<file path="config.mk">
export PLATFORM = sky130hd
export DESIGN_NAME = shift_feeder
export DESIGN_NICKNAME = d
export VERILOG_FILES = /design/src/rtl/shift_feeder.sv
export SDC_FILE = /design/constraint.sdc
export NUM_CORES = 1
export LEC_CHECK = 0
export CORE_ASPECT_RATIO = 1.1
export CORE_MARGIN = 5
export CORE_UTILIZATION = 54
export DETAILED_ROUTE_END_ITERATION = 10
export PLACE_DENSITY_LB_ADDON = 0.08
export SLEW_MARGIN = 10
export SYNTH_ARGS = -nofsm -noshare
export SYNTH_HDL_FRONTEND = slang
export SYNTH_SLANG_ARGS = --single-unit
</file>
<file path="constraint.sdc">
create_clock -name CLK -period 2.8 [get_ports CLK]
set_input_delay 0.42 -clock CLK [delete_from_list [all_inputs] [get_ports CLK]]
set_output_delay 0.42 -clock CLK [all_outputs]
set_load 0.005 [all_outputs]
</file>
<file path="src/rtl/shift_feeder.sv">
// Serializes parallel words into single-bit frames for a 4-stage shift register,
// with one holding entry so consecutive frames stream out with no idle gap.
//
// state | meaning
// IDLE  | no frame active; serial outputs low, Mode keeps last direction
// SHIFT | active entry driving bit bit_cnt of its frame
module shift_feeder #(
    parameter int WIDTH = 4
) (
    input  logic             CLK,
    input  logic             CLR,
    input  logic             in_valid,
    input  logic             in_dir,
    input  logic [WIDTH-1:0] in_data,
    output logic             in_ready,
    output logic             Mode,
    output logic             ShiftRight,
    output logic             ShiftLeft,
    output logic             busy,
    output logic             frame_done
);

    typedef enum logic {IDLE, SHIFT} state_t;

    state_t           state, state_nxt;
    logic [WIDTH-1:0] hold_data;
    logic             hold_dir;
    logic             hold_valid;
    logic [WIDTH-1:0] act_data, act_data_nxt;
    logic             act_dir, act_dir_nxt;
    logic [1:0]       bit_cnt, bit_cnt_nxt;

    logic accept, load, last_bit;
    logic mode_nxt, sr_nxt, sl_nxt, busy_nxt, done_nxt;

    assign in_ready = !hold_valid;
    assign accept   = in_valid && !hold_valid;
    assign last_bit = (state == SHIFT) && (bit_cnt == 2'd3);
    assign load     = hold_valid && ((state == IDLE) || last_bit);

    always_ff @(posedge CLK or negedge CLR) begin
        if (!CLR) begin
            hold_data  <= '0;
            hold_dir   <= 1'b0;
            hold_valid <= 1'b0;
        end else if (accept) begin
            hold_data  <= in_data;
            hold_dir   <= in_dir;
            hold_valid <= 1'b1;
        end else if (load) begin
            hold_valid <= 1'b0;
        end
    end

    always_ff @(posedge CLK or negedge CLR) begin
        if (!CLR) begin
            state      <= IDLE;
            act_data   <= '0;
            act_dir    <= 1'b0;
            bit_cnt    <= 2'd0;
            Mode       <= 1'b0;
            ShiftRight <= 1'b0;
            ShiftLeft  <= 1'b0;
            busy       <= 1'b0;
            frame_done <= 1'b0;
        end else begin
            state      <= state_nxt;
            act_data   <= act_data_nxt;
            act_dir    <= act_dir_nxt;
            bit_cnt    <= bit_cnt_nxt;
            Mode       <= mode_nxt;
            ShiftRight <= sr_nxt;
            ShiftLeft  <= sl_nxt;
            busy       <= busy_nxt;
            frame_done <= done_nxt;
        end
    end

    // Outputs are registered from the next-state values so the bit driven in a
    // cycle always matches the active entry's counter for that cycle.
    always_comb begin
        state_nxt    = state;
        act_data_nxt = act_data;
        act_dir_nxt  = act_dir;
        bit_cnt_nxt  = bit_cnt;

        if (load) begin
            state_nxt    = SHIFT;
            act_data_nxt = hold_data;
            act_dir_nxt  = hold_dir;
            bit_cnt_nxt  = 2'd0;
        end else if (last_bit) begin
            state_nxt   = IDLE;
            bit_cnt_nxt = 2'd0;
        end else if (state == SHIFT) begin
            bit_cnt_nxt = bit_cnt + 2'd1;
        end

        busy_nxt = (state_nxt == SHIFT);
        mode_nxt = busy_nxt ? act_dir_nxt : Mode;
        sr_nxt   = busy_nxt && act_dir_nxt && act_data_nxt[2'd3 - bit_cnt_nxt];
        sl_nxt   = busy_nxt && !act_dir_nxt && act_data_nxt[bit_cnt_nxt];
        done_nxt = busy_nxt && (bit_cnt_nxt == 2'd3);
    end

endmodule

</file>
# Word-level counts from Yosys, hierarchy flattened
# Cells that the tools add are included.
# classes
n_mux	13
reduce_logical	12
n_eq_ne	2
n_lt_le_gt_ge	2
n_bitwise	1
addsub	2
# ops
cell	count
logical AND 1 bit	8
two-way mux 1 bit	7
< comparator 2 x 3 -> 1 bit, second input constant	2
two-way mux 2 bit	3
binary-select mux 1 bit (select 2 bit)	2
equality test 2 bit, second input constant	2
two-way mux 4 bit	1
adder 2 x 1 -> 2 bit, second input constant	1
zero test 1 bit	2
nonzero test 2 bit	1
subtractor 2 bit, first input constant	1
logical OR 1 bit	1
NOT 1 bit	1
# word_totals
elab_cells	43
reg_bits	18
in_bits	8
output_inout_bits	6

# Logic depth before layout (Yosys ltp)
# logic_depth
ltp_word	9
ltp_mapped	7
mapped_depth_nobuf	6

# Worst setup path before layout
# OpenSTA, ideal clock, no wires.
# synth_path
path_kind	flip-flop to flip-flop
from	reg bit_cnt[0]
to	reg ShiftLeft
path_slack_ns	1.241
path_buffers	1
t_arrival_ns	1.472
period_less_slack_ns	1.559
required_time_ns	2.713
setup_ns	0.087
stages_incl_launch_ff	7
cell_sequence	dfrtp_1 -> ha_1 -> nand2b_1 -> buf_6 -> o22a_4 -> o221a_1 -> a211oi_2
# synth_between
elab_chain_cells	8
word_cells_on_any_way	17
classes_between	add/sub (1); eq/ne (1); mux (9); reduce/logical (6)
# synth_lines
element	line	rtl
start: declaration	31	logic [1:0] bit_cnt, bit_cnt_nxt;
start signal: assignment	70	bit_cnt <= bit_cnt_nxt;
branches (longest 7 deep; another with adder 2 x 1 -> 2 bit)	n/a	
logical AND 1 bit *	102	sl_nxt = busy_nxt && !act_dir_nxt && act_data_nxt[bit_cnt_nxt];
via sl_nxt	34	logic mode_nxt, sr_nxt, sl_nxt, busy_nxt, done_nxt;
end signal: assignment	73	ShiftLeft <= sl_nxt;
end: declaration	18	output logic ShiftLeft,
# Mark *: on every way through the listed nets, which the timed path passes. The select of a mux whose other input is x is not followed.
# A chain may end at the register's enable or synchronous reset.

# Worst setup path after layout
# layout_path
from	reg hold_valid
to	out in_ready
# layout_between
elab_chain_cells	1
# layout_lines
element	line	rtl
start: declaration	28	logic hold_valid;
start signal: assignment	45	hold_valid <= 1'b0;
start signal: assignment	49	hold_valid <= 1'b1;
start signal: assignment	51	hold_valid <= 1'b0;
zero test 1 bit	36	assign in_ready = !hold_valid;
end: declaration	15	output logic in_ready,
# No other way between the ends.

==> results.json <==
{
  "startpoint": "hold_valid",
  "cts-resized-gates": 0,
  "cts_tree": "yes",
  "crit_chain": "inv_1, clkdlybuf4s50_1",
  "ctsHoldBuffers": 0,
  "numCtsBuffers": 3,
  "cp.arrival_ps": 1460,
  "syn-num-nets": 79,
  "layout_commonest_cell": "dfrtp_1",
  "status": "complete, no violations",
  "r2r_start": "bit_cnt[0]",
  "finalWirelength_um": 1396,
  "max_stage_delay_ps": 520,
  "fin_area_um2": 984.7,
  "finalMaxSlewViolations": 0,
  "dp.cells": 97,
  "yosys.cell_types.count": 31,
  "die_h_um": 51.05,
  "p_per_area_mw_per_mm2": 1254,
  "start_util_pct": 59.02,
  "slowest_stage": "clkdlybuf4s50_1",
  "finalSetupViolations": 0,
  "cts.clk_slew.worst_paths_ps": 100,
  "cp.required_ps": 2380,
  "drc": 0,
  "rsz0062_at_grt": "false",
  "post-route-util_pct": 70.27,
  "irDropWorstVdd_uv": 698.4,
  "worst_pin_slew_ps": 800.5,
  "clock_sink_count": 18,
  "tns_ps": 0,
  "antenna_found_initial": 0,
  "insertion_delay_ps": 290,
  "boundaryPins": 14,
  "leakage_nw": 0.4231,
  "min-delay-start": "hold_data[2]",
  "worstSetupPathType": "reg -> out",
  "first_global_vias": 576,
  "via_per_inst": 5.710,
  "fmax_ghz": 0.5328,
  "clockRootBuffer": "clkbuf_4",
  "ys_seq_elements": 18,
  "dieArea_mm2": 0.002415,
  "fin_crit_sh_pct": 67.03,
  "drt-wirelength-per-cell_um": 13.96,
  "synth_area_um2": 827.0,
  "htree_levels": 1,
  "ys_seq_area_share_pct": 54.46,
  "yosys_warnings": 0,
  "layout_common_cells": "dfrtp_1 (18), clkdlybuf4s50_1 (13), nand2_1 (6), mux2_2 (6), inv_1 (5)",
  "dpl.hpwl_um": 1062,
  "fin_ws_ps": 923.2,
  "clock_skew_ps": 6.364,
  "max_cap_viol_count": 0,
  "final_antenna_net_count": 0,
  "fp.dieW_um": 47.32,
  "area_growth_pct": 19.06,
  "fin_cells": 100,
  "drt_iter0_markers": 5,
  "cts_buffer_depth": 2,
  "critPathMaxFanout": 8,
  "first_pass_iters": 4,
  "track_usage_pct": 14.54,
  "synthCells": 70,
  "rows": 14,
  "globalRouteOverflowTotal": 0,
  "place_ws_ps": 998.1,
  "grt_max_degree": 19,
  "cts_setup_buffers": 0,
  "layout-drive-gt1-share_pct": 21.43,
  "placed_area_um2": 962.2,
  "cp-start-kind": "flop",
  "fin_crit_ps": 1877,
  "gp_congestion": 0.7340,
  "diodes": 0,
  "num-nets-final": 95,
  "core_area_mm2": 0.001401,
  "max_slew_margin_pct": 46.47,
  "avgSynthCellArea_um2": 11.81,
  "min_path_type": "reg -> reg",
  "grt_pass1_wl_um": 2470,
  "hold_viol_final": 0,
  "num_vias": 571,
  "endpoint_kind": "output pin",
  "portBuffers": 13
}
[synthesized netlist by cell type]
master / count / area, um^2
and2_1: 1 / 6.260
o22ai_1: 1 / 6.260
and4_2: 1 / 10.01
a211oi_2: 1 / 12.51
nor3b_1: 1 / 7.510
o21a_1: 1 / 7.510
nor2_2: 1 / 6.260
inv_2: 1 / 3.750
nand2_1: 6 / 22.52
buf_6: 1 / 11.26
o221a_1: 1 / 11.26
a21o_1: 1 / 7.510
nand2b_1: 2 / 12.51
inv_1: 5 / 18.77
or2_2: 1 / 6.260
ha_1: 1 / 12.51
and2b_4: 1 / 10.01
a221oi_1: 1 / 8.760
and3b_2: 1 / 10.01
clkbuf_1: 1 / 3.750
a31oi_1: 2 / 12.51
o22a_4: 1 / 17.52
mux2_2: 6 / 67.56
a22o_4: 1 / 17.52
nand4_1: 1 / 6.260
nor2b_1: 1 / 6.260
o21ai_0: 4 / 20.02
o221ai_1: 1 / 8.760
dfrtp_1: 18 / 450.4
a221o_1: 1 / 10.01
nor2_1: 4 / 15.01
[logic make-up (layout without fill, tap and decap cells)]
family | count (synthesis) | after routing | share of synthesized area [%]
simple gates | 21 | 21 | 14.37
fa+ha+maj | 1 | 1 | 1.513
flops | 18 | 18 | 54.46
compound gates | 16 | 16 | 16.95
mux | 6 | 6 | 8.169
buf+inv | 8 | 22 | 4.538
[worst max-delay path, delay by kind of cell (launching register included)]
| kind | cells | cell delay, ps |
|---|---|---|
| buffers and inverters | 2 | 690 |
| DFF | 1 | 490 |
[state kept, by name, indices dropped and copies added, names as in the netlist]
register,count
frame_done,1
hold_valid,1
Mode,1
bit_cnt,2
hold_dir,1
act_data,4
state,1
ShiftRight,1
act_dir,1
ShiftLeft,1
hold_data,4
[report_power, final]
group	total (mW)	switching [mW]	leakage (nW)	internal (mW)
Sequential	0.487	0.0994	0.218	0.388
Clock	0.125	0.0753	0.0138	0.0500
Combinational	0.622	0.282	0.192	0.340
Total	1.23	0.457	0.423	0.778
[final timing paths]
path / end / slack (ps) / depth (start not counted)
worst max-delay path: in_ready / 920 / 2
min in group asynchronous: ShiftRight / 580 / 1
worst min register to register: act_data[2] / 490 / 2
worst min-delay path: act_data[2] / 490 / 2
worst max register to register: ShiftLeft / 1060 / 5
max in group asynchronous: hold_valid / 1720 / 1
[layout make-up]
class / count / area (um^2)
clock buffers: 3 / 22.52
fillers: 110 / 416.7
inverters: 6 / 22.52
multi-input cells: 44 / 339.1
flip-flops and latches: 18 / 450.4
well taps: 16 / 20.02
repair buffers: 13 / 130.1
[routing by layer]
metal	vias to the layer above	global-route usage (%)	routed length [um]
li1	276	-	-
met1	275	17.67	589
met2	15	22.99	684
met3	5	3.158	83
met4	0	8.295	39
met5	-	0	0
[through the flow]
step / total power [mW] / hold slack [ps]
after detailed placement: 1.121 / 467.7
after global placement: 1.104 / 466.7
final: 1.235 / 491.3
after global routing: 1.347 / 546.4
after floorplan: 0.9583 / 124.4
after CTS: 1.246 / 491.0
Power figures use the tool's default switching activity.
